<file path="src/rtl/cordic_lin_div.sv">
// Linear-vectoring CORDIC divider: q = num/den in signed fixed point, one
// iteration per clock, with divide-by-zero and range-overflow saturation.
module cordic_lin_div #(
   parameter int unsigned SIZE = 16,
   parameter int unsigned FRAC = 12,
   parameter int unsigned STG  = 12
) (
   input  logic            clk,
   input  logic            rst,
   input  logic            in_valid,
   output logic            in_ready,
   input  logic            recip,
   input  logic [SIZE-1:0] num,
   input  logic [SIZE-1:0] den,
   output logic            out_valid,
   input  logic            out_ready,
   output logic [SIZE-1:0] q,
   output logic            dbz,
   output logic            ovf,
   output logic            busy
);
   localparam int unsigned XW = SIZE + 2;
   localparam int unsigned ZW = SIZE + 1;
   localparam int unsigned IW = (STG > 1) ? $clog2(STG) : 1;
   localparam logic [SIZE-1:0] Q_MAX = {1'b0, {(SIZE-1){1'b1}}};
   localparam logic [SIZE-1:0] Q_MIN = {1'b1, {(SIZE-1){1'b0}}};
   localparam logic [SIZE-1:0] N_ONE = SIZE'(1) << FRAC;
   localparam logic [ZW-1:0]   Z_ONE = ZW'(1) << FRAC;
   localparam logic [IW-1:0]   I_LAST = IW'(STG - 1);

   typedef enum logic [1:0] {IDLE, ITER, DONE} state_t;
   state_t state, state_nx;

   logic signed [XW-1:0] x, y, y_nx, x_sh, n_ext, d_ext;
   logic signed [ZW-1:0] z, z_nx;
   logic [ZW-1:0]        w;
   logic [XW-1:0]        n_abs, d_abs;
   logic [SIZE-1:0]      n_op, z_sat;
   logic [IW-1:0]        i;
   logic                 accept, last, den_zero, range_ovf, dir_sub;

   assign in_ready  = (state == IDLE);
   assign busy      = (state != IDLE);
   assign out_valid = (state == DONE);
   assign accept    = in_valid && in_ready;
   assign last      = (i == I_LAST);

   // Operand capture and exception classification at the accept edge
   always_comb begin
      n_op      = recip ? N_ONE : num;
      n_ext     = {{2{n_op[SIZE-1]}}, n_op};
      d_ext     = {{2{den[SIZE-1]}}, den};
      n_abs     = n_ext[XW-1] ? -n_ext : n_ext;
      d_abs     = d_ext[XW-1] ? -d_ext : d_ext;
      den_zero  = (den == '0);
      range_ovf = (n_abs >= (d_abs << 1));
   end

   // One vectoring step: drive y toward zero, accumulate quotient weight in z
   always_comb begin
      dir_sub = (y[XW-1] == x[XW-1]) || (y == '0);
      x_sh    = x >>> i;
      w       = Z_ONE >> i;
      y_nx    = dir_sub ? (y - x_sh) : (y + x_sh);
      z_nx    = dir_sub ? (z + $signed(w)) : (z - $signed(w));
      if (z_nx[ZW-1] != z_nx[ZW-2])
         z_sat = z_nx[ZW-1] ? Q_MIN : Q_MAX;
      else
         z_sat = z_nx[SIZE-1:0];
   end

   always_comb begin
      state_nx = state;
      unique case (state)
         IDLE:    if (accept) state_nx = (den_zero || range_ovf) ? DONE : ITER;
         ITER:    if (last) state_nx = DONE;
         DONE:    if (out_ready) state_nx = IDLE;
         default: state_nx = IDLE;
      endcase
   end

   always_ff @(posedge clk) begin
      if (rst) state <= IDLE;
      else     state <= state_nx;
   end

   always_ff @(posedge clk) begin
      if (rst) begin
         x   <= '0;
         y   <= '0;
         z   <= '0;
         i   <= '0;
         q   <= '0;
         dbz <= 1'b0;
         ovf <= 1'b0;
      end else if (accept) begin
         x   <= d_ext;
         y   <= n_ext;
         z   <= '0;
         i   <= '0;
         dbz <= den_zero;
         ovf <= !den_zero && range_ovf;
         if (den_zero)
            q <= n_op[SIZE-1] ? Q_MIN : Q_MAX;
         else if (range_ovf)
            q <= (n_op[SIZE-1] ^ den[SIZE-1]) ? Q_MIN : Q_MAX;
      end else if (state == ITER) begin
         y <= y_nx;
         z <= z_nx;
         i <= i + IW'(1);
         if (last) q <= z_sat;
      end
   end
endmodule
</file>
<file path="config.mk">
export PLATFORM = sky130hd
export DESIGN_NAME = cordic_lin_div
export DESIGN_NICKNAME = d
export VERILOG_FILES = /design/src/rtl/cordic_lin_div.sv
export SDC_FILE = /design/constraint.sdc
export NUM_CORES = 1
export LEC_CHECK = 0
export CORE_UTILIZATION = 33
export CTS_CLUSTER_SIZE = 14
export DETAILED_ROUTE_END_ITERATION = 8
export GPL_TIMING_DRIVEN = 1
export SYNTH_ARGS = -nofsm -noshare
export SYNTH_HDL_FRONTEND = slang
export SYNTH_SLANG_ARGS = --single-unit
</file>
<file path="constraint.sdc">
create_clock -name clk -period 5.98 [get_ports clk]
set_input_delay 1.196 -clock clk [delete_from_list [all_inputs] [get_ports clk]]
set_output_delay 1.196 -clock clk [all_outputs]
set_load 0.02 [all_outputs]
</file>
==> impl_metrics.tcl <==
set metrics [dict create \
    finalPower_w 0.00282 \
    vias_per_cell 5.63 \
    ys_seq_area_frac 0.198 \
    synthTopCellsByArea "dfxtp_1 (20%), ha_1 (9.9%), nand2_1 (7.0%)" \
    ys_warn_count 0 \
    async_flop_share 0 \
    r2r_slack_ps 530 \
    crit_fanout 23 \
    grt_use_total 0.184 \
    worstHoldPathType "register to register" \
    rr_startpoint "i[1]" \
    ctsResizeCount 0 \
    post-route-period-util 0.911 \
    peakVddDrop_mv 0.146 \
    rsz0062_at_grt "false" \
    p_sw_w 0.00123 \
    critPathLaunch "i[1]" \
    synthTopCellsByCount "nand2_1 (142), nor2_1 (85), a21oi_1 (83)" \
    root_buffer "clkbuf_16" \
    vias 7401 \
    worst_clock_skew_ps 12.1 \
    grt_pass1_wl_um 35100 \
    crit_type "register to register" \
    timing.fmax_mhz 183 \
    endpoint_kind "register" \
    yosysTopAreaCell "dfxtp_1" \
    drtIter0Drc 531 \
    hold_viol 0 \
    p_per_area_nw_per_um2 324 \
    netlist.area_leader.share 0.198 \
    antenna_left 0 \
    r2r_cells 20 \
    status "complete, no violations" \
    dieArea_um2 23600 \
    hold_buffers 0 \
    crit_end "q[9]" \
    avgSynthCellArea_um2 7.61 \
    setup_viol 0 \
    cts.sinks 75 \
    wl_um 21700 \
    insertion_delay_ps 350 \
    drc_errors 0 \
    slew_headroom 0.347 \
    dpl_worst_slack_ps 424 \
    drive_gt1_frac 0.0825 \
    reg2reg_to "q[9]" \
    start_util 0.336 \
    hold_slack_ps 456 \
    cts_tree "done" \
    seqPwrFrac 0.239 \
    nets 1124 \
    syn2layout_area_growth_pct 14.9 \
    dpl.cell_count 1299 \
    grt_pass1_vias 6701 \
    port_buffers 57 \
    htreeDepth 3 \
    grt-ovfl-total 0 \
    synth_ff_type "dfxtp_1" \
    yosysMostFrequentCell "nand2_1" \
    wl_per_cell_um 16.5 \
    ios 58 \
    setup_tns_ps 0 \
    die_h_um 154 \
    grt_start_max_net_pins 51 \
    max_cap_viol_count 0 \
    worst_pin_slew_ps 979 \
    p_int_w 0.00159 \
    dr.pass1.iters 6 \
    combPwrFrac 0.558 \
    cts_buffer_depth 2 \
    power_switching_share 0.436 \
    maxSlewViolCount 0 \
    crit_arrival_ps 5690 \
    dieWidth_um 154 \
    hpwl_um 16400 \
    synth_seq_cells 75 \
    worstSetupStartpointType "register" \
    fp-row-count 55 \
    synth_edf_count 0 \
    p_leak_nw 3.41 \
    cp.required_ps 6220 \
    period_needed_ps 5450 \
    numCtsBuffers 9 \
    ys_types 89 \
    synthCells 995 \
    path_clk_slew_ps 70 \
    design.core.area_um2 22600 \
    stdcell_count 1315 \
    finalWorstSetupSlack_ps 530 \
    netlist_area_um2 7580 \
    gp_congestion 0.865 \
    clkPwrFrac 0.203 \
    postCtsSetupRepairBufs 0 \
    diodes 0 \
    antenna_found_initial 0 \
]
per-stage QoR:
| step | area [µm²] | utilization |
|---|---|---|
| floorplan | 7580 | - |
| global placement | 8400 | 0.372 |
| detailed placement | 8400 | 0.372 |
| CTS | 8700 | 0.386 |
| global route | 8700 | 0.386 |
| finish | 8700 | 0.386 |
layout by cell type, fill, tap and decap left out, types with 13 or more instances in the layout:
master / count
nand2_1: 142
nor2_1: 85
a21oi_1: 83
dfxtp_1: 75
ha_1: 60
clkdlybuf4s50_1: 57
o21ai_0: 47
xor2_1: 43
inv_1: 30
xnor2_1: 28
nor3_1: 25
buf_4: 21
nand3_1: 19
nor2b_1: 18
a211oi_1: 17
nand2b_1: 16
mux2i_1: 16
o21a_1: 16
o31ai_1: 13
state kept, by name (all words and copies together) (netlist names):
name	cells
ovf	1
q	16
x	16
z	17
y	18
state	2
i	4
dbz	1
layout make-up:
cell class / count / area, µm²
fill: 2353 / 13900
multi-input combinational: 828 / 5690
sequential: 75 / 1500
timing repair buffer: 78 / 728
tap: 285 / 357
clock buffer: 10 / 229
inverter: 33 / 124
clock inverter: 6 / 72.6
routing by layer:
layer  up-vias  track usage  part of all wire
met4         0       0.0590             0.019
met5         -            0                 0
met1      3474        0.260              0.49
met3        29       0.0276             0.046
li1       3711            -                 -
met2       187        0.286              0.44
cells by family (layout without fill, tap and decap cells):
logic type	after synthesis	count (layout)	share of synthesized area
AO/OA/AOI/OAI	289	289	0.262
XOR/XNOR	72	72	0.0842
adder cells (fa/ha/maj)	62	62	0.104
buffers and inverters	93	127	0.0522
flip-flops	75	75	0.198
multiplexers	36	36	0.0687
other	2	3	0.000991
AND/OR/NAND/NOR	366	366	0.229
power by group through the flow:
stage | logic (W) | clock network, W | registers, W
floorplan | 0.00112 | 0 | 0.000701
global placement | 0.00155 | 0 | 0.000680
detailed placement | 0.00156 | 0 | 0.000683
CTS | 0.00157 | 0.000583 | 0.000673
global route | 0.00173 | 0.000606 | 0.000684
finish | 0.00157 | 0.000573 | 0.000673
worst min-delay path by stage:
stage	endpoint	from	cells past startpoint	slack [ps]
after floorplan	x[0]	x[0]	2	430
after global placement	x[1]	x[1]	2	450
after detailed placement	x[1]	x[1]	2	450
after CTS	x[1]	x[1]	2	460
after global routing	z[3]	z[3]	2	480
final	x[1]	x[1]	2	460
worst max-delay path, cell delays in order (launching register included):
cell	delay, ps
dfxtp_1	790
buf_4	400
ha_1	310
ha_1	220
nand2_1	100
ha_1	290
nor3b_1	150
a32oi_1	320
o21bai_1	180
o21ai_0	90
a21oi_1	170
o22ai_1	120
ha_1	420
a21oi_1	150
o21ai_0	90
a41oi_1	320
mux2i_1	290
nand2_1	330
buf_4	300
o2111ai_1	190
nand3_1	90
Note: power is estimated with default switching activity, not from simulation.
